==> config.mk <==
export PLATFORM = sky130hd
export DESIGN_NAME = led_writer
export DESIGN_NICKNAME = d
export VERILOG_FILES = /design/src/rtl/led_writer_pkg.sv /design/src/rtl/led_writer_blink_timer.sv /design/src/rtl/led_writer.sv
export SDC_FILE = /design/constraint.sdc
export NUM_CORES = 1
export LEC_CHECK = 0
export ABC_AREA = 1
export ABC_CLOCK_PERIOD_IN_PS = 4850
export BUFFER_PORTS_ARGS = -buffer_cell sky130_fd_sc_hd__clkbuf_2
export CAP_MARGIN = 20
export CORE_ASPECT_RATIO = 1.75
export CORE_MARGIN = 1.5
export CORE_UTILIZATION = 39
export CTS_CLUSTER_DIAMETER = 60
export DETAILED_ROUTE_END_ITERATION = 16
export PLACE_DENSITY_LB_ADDON = 0.25
export SLEW_MARGIN = 20
export SYNTH_ARGS = -nofsm -noshare
export SYNTH_HDL_FRONTEND = slang
export SYNTH_SLANG_ARGS = --single-unit
==> constraint.sdc <==
create_clock -name clk -period 4.85 [get_ports clk]
set_input_delay 0.2425 -clock clk [delete_from_list [all_inputs] [get_ports clk]]
set_output_delay 0.2425 -clock clk [all_outputs]
set_load 0.05 [all_outputs]
==> src/rtl/led_writer_pkg.sv <==
// led_writer_pkg: register addresses and CTRL bit positions shared by the LED writer.
`default_nettype none

package led_writer_pkg;

  localparam logic [1:0] ADDR_DATA   = 2'd0;
  localparam logic [1:0] ADDR_MASK   = 2'd1;
  localparam logic [1:0] ADDR_PERIOD = 2'd2;
  localparam logic [1:0] ADDR_CTRL   = 2'd3;

  localparam int CTRL_EN    = 0;
  localparam int CTRL_PHASE = 1;

endpackage

`default_nettype wire

==> src/rtl/led_writer_blink_timer.sv <==
// blink_timer: half-period counter that toggles a blink phase every `period` enabled cycles.
`default_nettype none

module blink_timer
  import led_writer_pkg::*;
(
  input  logic        clk,
  input  logic        reset,
  input  logic [31:0] period,
  input  logic        enable,
  input  logic        restart,
  output logic        phase
);

  logic [31:0] cnt_q, cnt_d;
  logic        phase_q, phase_d;

  always_comb begin
    cnt_d   = cnt_q;
    phase_d = phase_q;
    // A restart wins over everything, including a wrap in the same cycle.
    if (restart) begin
      cnt_d   = '0;
      phase_d = 1'b0;
    end else if (enable) begin
      if (period == 32'd0) begin
        cnt_d   = '0;
        phase_d = 1'b0;
      end else if (cnt_q == period - 32'd1) begin
        cnt_d   = '0;
        phase_d = ~phase_q;
      end else begin
        cnt_d = cnt_q + 32'd1;
      end
    end
  end

  always_ff @(posedge clk or posedge reset) begin
    if (reset) begin
      cnt_q   <= '0;
      phase_q <= 1'b0;
    end else begin
      cnt_q   <= cnt_d;
      phase_q <= phase_d;
    end
  end

  assign phase = phase_q;

endmodule

`default_nettype wire

==> src/rtl/led_writer.sv <==
// led_writer: Avalon-MM slave driving LEDs with a data register, per-LED blink mask and blink timer.
`default_nettype none

module led_writer
  import led_writer_pkg::*;
#(
  parameter int          LED_W          = 10,
  parameter int unsigned DEFAULT_PERIOD = 25000000
) (
  input  logic             clk,
  input  logic             reset,
  input  logic [1:0]       address,
  input  logic             chipselect,
  input  logic             read,
  input  logic             write,
  input  logic [31:0]      writedata,
  output logic [31:0]      readdata,
  output logic [LED_W-1:0] led
);

  logic [LED_W-1:0] data_q, data_d;
  logic [LED_W-1:0] mask_q, mask_d;
  logic [LED_W-1:0] led_q, led_d;
  logic [31:0]      period_q, period_d;
  logic [31:0]      rdata_q, rdata_d;
  logic             en_q, en_d;
  logic             phase;
  logic             wr_en, rd_en, restart;
  logic [31:0]      rd_word;

  assign wr_en = write && chipselect;
  assign rd_en = read && chipselect;

  // Reprogramming the period or disabling the blinker restarts the phase from 0.
  assign restart = wr_en && ((address == ADDR_PERIOD) ||
                             ((address == ADDR_CTRL) && !writedata[CTRL_EN]));

  always_comb begin
    data_d   = data_q;
    mask_d   = mask_q;
    period_d = period_q;
    en_d     = en_q;
    if (wr_en) begin
      case (address)
        ADDR_DATA:   data_d   = writedata[LED_W-1:0];
        ADDR_MASK:   mask_d   = writedata[LED_W-1:0];
        ADDR_PERIOD: period_d = writedata;
        ADDR_CTRL:   en_d     = writedata[CTRL_EN];
        default:     ;
      endcase
    end
  end

  always_comb begin
    rd_word = '0;
    case (address)
      ADDR_DATA:   rd_word[LED_W-1:0] = data_q;
      ADDR_MASK:   rd_word[LED_W-1:0] = mask_q;
      ADDR_PERIOD: rd_word            = period_q;
      ADDR_CTRL: begin
        rd_word[CTRL_EN]    = en_q;
        rd_word[CTRL_PHASE] = phase;
      end
      default:     rd_word = '0;
    endcase
    rdata_d = rd_en ? rd_word : 32'd0;
  end

  always_comb begin
    led_d = '0;
    if (en_q) led_d = data_q & ~(mask_q & {LED_W{phase}});
  end

  always_ff @(posedge clk or posedge reset) begin
    if (reset) begin
      data_q   <= '0;
      mask_q   <= '0;
      period_q <= DEFAULT_PERIOD;
      en_q     <= 1'b1;
      rdata_q  <= '0;
      led_q    <= '0;
    end else begin
      data_q   <= data_d;
      mask_q   <= mask_d;
      period_q <= period_d;
      en_q     <= en_d;
      rdata_q  <= rdata_d;
      led_q    <= led_d;
    end
  end

  blink_timer u_blink_timer (
    .clk     (clk),
    .reset   (reset),
    .period  (period_q),
    .enable  (en_q),
    .restart (restart),
    .phase   (phase)
  );

  assign readdata = rdata_q;
  assign led      = led_q;

endmodule

`default_nettype wire

# Word level (Yosys, flattened, before mapping)
# Cells that the tools add are included.
dict set report classes {
  n_addsub 2
  eq_ne 4
  mux 13
  bitwise_logic 4
  reduce_logical 15
}
# operator n
set op_table {}
lappend op_table {{32-bit two-way mux} 5}
lappend op_table {{32-bit by 1-bit adder with 32-bit output (second input constant)} 1}
lappend op_table {{32-bit == test} 1}
lappend op_table {{32-bit logical NOT} 1}
lappend op_table {{32-bit by 1-bit subtractor with 32-bit output (second input constant)} 1}
lappend op_table {{8-bit case mux with 3 select lines} 1}
lappend op_table {{22-bit two-way mux} 1}
lappend op_table {{10-bit bitwise AND} 2}
lappend op_table {{10-bit two-way mux} 1}
lappend op_table {{10-bit inverter} 1}
lappend op_table {{2-bit AND reduction} 5}
lappend op_table {{2-bit case mux with 4 select lines} 1}
lappend op_table {{2-bit == test (second input constant)} 2}
lappend op_table {{1-bit logical AND} 4}
lappend op_table {{1-bit two-way mux} 4}
lappend op_table {{3-bit nonzero test} 1}
lappend op_table {{2-bit by 1-bit == test with 1-bit output (second input constant)} 1}
lappend op_table {{2-bit logical NOT} 1}
lappend op_table {{2-bit nonzero test} 1}
lappend op_table {{1-bit logical NOT} 1}
lappend op_table {{1-bit logical OR} 1}
lappend op_table {{1-bit inverter} 1}
dict set report word_totals {
  reg_bits 128
  output_inout_bits 42
}

# Longest topological paths before layout
dict set report depth {
  ltp_word 6
  ltp_mapped 17
  mapped_depth_nobuf 17
}

# By module
# A second synthesis with hierarchy kept.
dict set report hier_totals {
  hier_cells 933
  area_unflattened_um2 7116.8
}
# mod n_inst cells_per_inst area_per_inst_um2 seq_area_each_um2
set by_module_without_submodules {}
lappend by_module_without_submodules {led_writer 1 402 3822.4 2393.5}
lappend by_module_without_submodules {blink_timer 1 531 3294.4 825.8}

# Least setup slack after synthesis
# Ideal clock, no wire load.
dict set report synth_timing {
  path_kind {reg-to-reg}
  start {register period_q[0]}
  end {register u_blink_timer.cnt_q[30]}
  setup_time_ns 0.133
  arrival_time_ns 2.004
  required_ns 4.717
  setup_slack_ns 2.714
  stages_incl_launch_ff 14
  n_path_buf 1
  period_less_slack_ns 2.136
  path_cell_list {dfrtp_1 inv_1 ha_1 nand2_4 nor2_8 nand3_2 nor2_1 xor2_1 inv_1 nor2_1 nand2_1 o21bai_4 buf_4 a21oi_1}
}
dict set report synth_between {
  elab_chain_cells 6
  word_cells_on_any_way 7
  cone_classes {add/sub: 1; eq/ne: 1; mux: 4; reduce/logical: 1}
}
# item line_no
set synth_lines {}
lappend synth_lines {{from (decl)} led_writer.sv:24} ;# logic [31:0] period_q, period_d;
lappend synth_lines {{from (signal assigned)} led_writer.sv:85} ;# period_q <= period_d;
lappend synth_lines {{32-bit by 1-bit subtractor with 32-bit output} led_writer_blink_timer.sv:29} ;# end else if (cnt_q == period - 32'd1) begin
lappend synth_lines {{32-bit == test} led_writer_blink_timer.sv:29}
lappend synth_lines {{32-bit two-way mux} led_writer_blink_timer.sv:29}
lappend synth_lines {{32-bit two-way mux *} led_writer_blink_timer.sv:26} ;# if (period == 32'd0) begin
lappend synth_lines {{32-bit two-way mux *} led_writer_blink_timer.sv:25} ;# end else if (enable) begin
lappend synth_lines {{32-bit two-way mux *} led_writer_blink_timer.sv:22} ;# if (restart) begin
lappend synth_lines {{to (signal assigned)} led_writer_blink_timer.sv:43} ;# cnt_q <= cnt_d;
lappend synth_lines {{to (decl)} led_writer_blink_timer.sv:15} ;# logic [31:0] cnt_q, cnt_d;
# Every way passes the cells marked *; elsewhere a longest branch is shown, timed or not. The select of a mux whose other input is x is not followed.
# A chain may end at the register's enable or synchronous reset.

# Worst setup path after layout
dict set report layout_timing {
  start {register period_q[0]}
  end {register u_blink_timer.cnt_q[24]}
}
# The elaborated chain is that of the path after synthesis.

==> metrics.md <==
| Metric | Value |
|---|---|
| Leak | `roughly 3.9 nW` |
| Yosys cell types | `39` |
| Clock buffer depth | `2` |
| Number of global-route vias before repair | `6032` |
| Pre-Repair DR Iteration Count | `5` |
| Synth area leader | `dfrtp_1` |
| VDD IR-drop max | `0.000259 V` |
| Worst Reg-to-Reg Cells | `14` |
| Ratio of cells with drive above 1 in the final layout | `around 15%` |
| Yosys warning total | `0` |
| Initial drt markers | `276` |
| CTS tree | `built` |
| Synth top cells by count | `nand2_1, dfrtp_1, inv_1, nor2_1, o21ai_0` |
| Post-synth EDFFs | `0` |
| Final core utilization | `between 40% and 50%` |
| Worst EP required | `roughly 5.2 ns` |
| Hold Path Depth | `3` |
| Seq/Total Area, Yosys | `47.3%` |
| # diodes | `0` |
| TritonCTS Sinks | `~130` |
| Hold Path Class | `in -> reg` |
| Drt total wl | `roughly 19000 um` |
| Initial antenna violation count | `0` |
| Die Y | `roughly 180 um` |
| Clock Pin Slew Worst Setup and Hold Paths | `roughly 0.06 ns` |
| Setup bufs post-CTS | `0` |
| Top post-synthesis cells by area | `dfrtp_1, nand2_1, inv_1` |
| I/O pin count | `81` |
| Grt total ovfl | `0` |
| Die Width | `approximately 100 um` |
| Final worst-path cycle share | `62.6%` |
| Finish-stage setup viols | `0` |
| Worst-Margin Slew | `between 0.9 and 1 ns` |
| # rows | `63` |
| CTS Buf Count | `17` |
| PD cells | `approximately 420 nW/um^2` |
| Final min period | `about 3.0 ns` |
| Post-route antenna net violation count | `0` |
| Clk root buf | `clkbuf_16` |
| #FFs+latches synth | `between 100 and 150` |
| Final Wtd Congestion | `slightly above 1` |
| Via count | `5892` |
| Largest net degree at the start of global routing | `65` |
| Worst-Skew Late Latency | `approximately 0.43 ns` |
| Net count, final | `slightly below 1000` |
| # port buffers | `80` |
| Hold violation total from the final report | `0` |
| Setup total negative slack | `0 ns` |
| Top-area cell type share of the netlist area | `42.3%` |
| Final Slew Violations | `0` |
| RSZ-0062 raised after global routing | `false` |
| Status | `finished clean` |
| DRC | `0` |
| WL/cell | `between 15 and 20 um` |
| Max-cap viol count | `0` |
| Global Route Usage Sum | `roughly 23%` |
| Clock skew | `between 0.009 and 0.01 ns` |
| Arrival @ worst endpoint | `roughly 3.4 ns` |
| Top-count cell post-synth | `nand2_1` |
| P&R area growth vs syn | `17.7%` |
| Rel. slew slack | `a little under two fifths` |
| Startpoint types | `flop` |
| Via-per-instance ratio | `between 4 and 5` |
| Fillcell total | `1806` |
| Post-Syn Instances | `about 870` |
| Full die area | `about 18000 um^2` |
| H-tree depth | `4` |
| Crit Path Class | `reg -> reg` |
| Core box area | `between 15000 and 20000 um^2` |
| Fmax | `approximately 330 MHz` |
| Final HPWL DP | `14500 um` |
| Initial Utilization | `about 40%` |
| Mapped Area | `just under 7000 um^2` |
| Global-route wire length before repair | `about 30000 um` |
| Top FF cell, synth | `dfrtp_1` |
| Worst-path maximum fanout | `31` |
| Mean post-synth cell area | `~8 um^2` |
| Asr flop ratio synth | `100%` |
| Crit. End Element | `flop` |
| Syn nets | `slightly above 900` |
==> worst max-delay path: stages (launching register included) <==
cell and delay [ns]:
dfrtp_1 0.38, inv_1 0.15, ha_1 0.35, nand2_4 0.13, nor2_4 0.13, nand2_1 0.14, inv_1 0.10, nand3_1 0.06
nand2_1 0.10, nand2_1 0.06, nor2_1 0.08, nand3_1 0.16, o21bai_4 0.68, nand2_1 0.19, and2_1 0.20
==> worst paths after layout <==
check	slack [ns]	from	endpoint
setup / recovery	1.81	period_q[0]	u_blink_timer.cnt_q[24]
hold / removal	0.03	writedata[13]	period_q[13]
setup reg to reg	1.81	period_q[0]	u_blink_timer.cnt_q[24]
hold reg to reg	0.47	mask_q[5]	led[5]
max in group asynchronous	3.30	reset	u_blink_timer.cnt_q[7]
min in group asynchronous	0.50	reset	readdata[27]
==> kinds of logic after synthesis <==
family,share of synthesized area [%]
flops,47.3
xor+xnor,8.11
simple gates,26.5
compound gates,10.1
fa+ha+maj,0.368
buf+inv,7.58
==> flip-flops by register name, summed over array words and instances, names as in the netlist <==
| register | flops |
|---|---|
| u_blink_timer.phase | 1 |
| en_q | 1 |
| u_blink_timer.cnt_q | 32 |
| data_q | 10 |
| mask_q | 10 |
| readdata | 32 |
| period_q | 32 |
| led | 10 |
==> per-layer routing <==
metal | share of wire, % | global-route usage (%) | wire length [um]
met1 | 36 | 23.1 | 6830
met2 | 56 | 42.5 | 10700
met3 | 2.7 | 3.62 | 516
met4 | 6.1 | 15.2 | 1180
met5 | 0 | 0 | 0
==> cells in the final DEF (no fill, tap or decap), types with 5 or more instances in the layout <==
master and n:
a211oi_1 5, a21oi_1 35, buf_4 5, clkbuf_16 17, clkbuf_2 80, clkinvlp_4 5
dfrtp_1 115, dfstp_2 13, inv_1 98, nand2_1 235, nand3_1 23, nand3b_1 8
nand4_1 10, nor2_1 87, nor3_1 35, o21ai_0 66, o221ai_1 5, xnor2_1 22
xor2_1 41
==> where the power goes <==
group	switching (mW)	internal (mW)
Clock	0.484	0.784
Combinational	0.479	0.233
Sequential	0.173	1.22
Total	1.14	2.24
==> through the flow <==
stage / hold slack [ns] / total power, mW / instances / instance area [um^2] / worst slack (ns)
2_1_floorplan: 0.358 / 1.89 / 868 / 6800 / 1.22
3_3_place_gp: 0.402 / 2.12 / 1152 / 7400 / 1.94
3_5_place_dp: 0.409 / 2.12 / 1152 / 7400 / 1.83
4_1_cts: 0.0174 / 3.40 / 1185 / 8000 / 1.80
5_1_grt: 0.0180 / 3.56 / 1185 / 8000 / 1.53
6_report: 0.0260 / 3.37 / 1185 / 8000 / 1.81
==> layout make-up <==
cell class	count	area, um^2	share of cell area [%]
Clock inverter	12	134	1.67
Clock buffer	20	457	5.71
Sequential cell	128	3220	40.2
Timing Repair Buffer	86	448	5.60
Inverter	103	389	4.86
Multi-Input combinational cell	609	3070	38.4
Tap cell	227	284	3.55
==> what timing repair did <==
| action | CTS | global route |
|---|---|---|
| setup endpoints to repair | 0 | 0 |
| resized for setup | 0 | 0 |
| hold buffers | 1 | 0 |
| endpoints found under the hold margin | 45 | 0 |
Power figures use the tool's default switching activity.
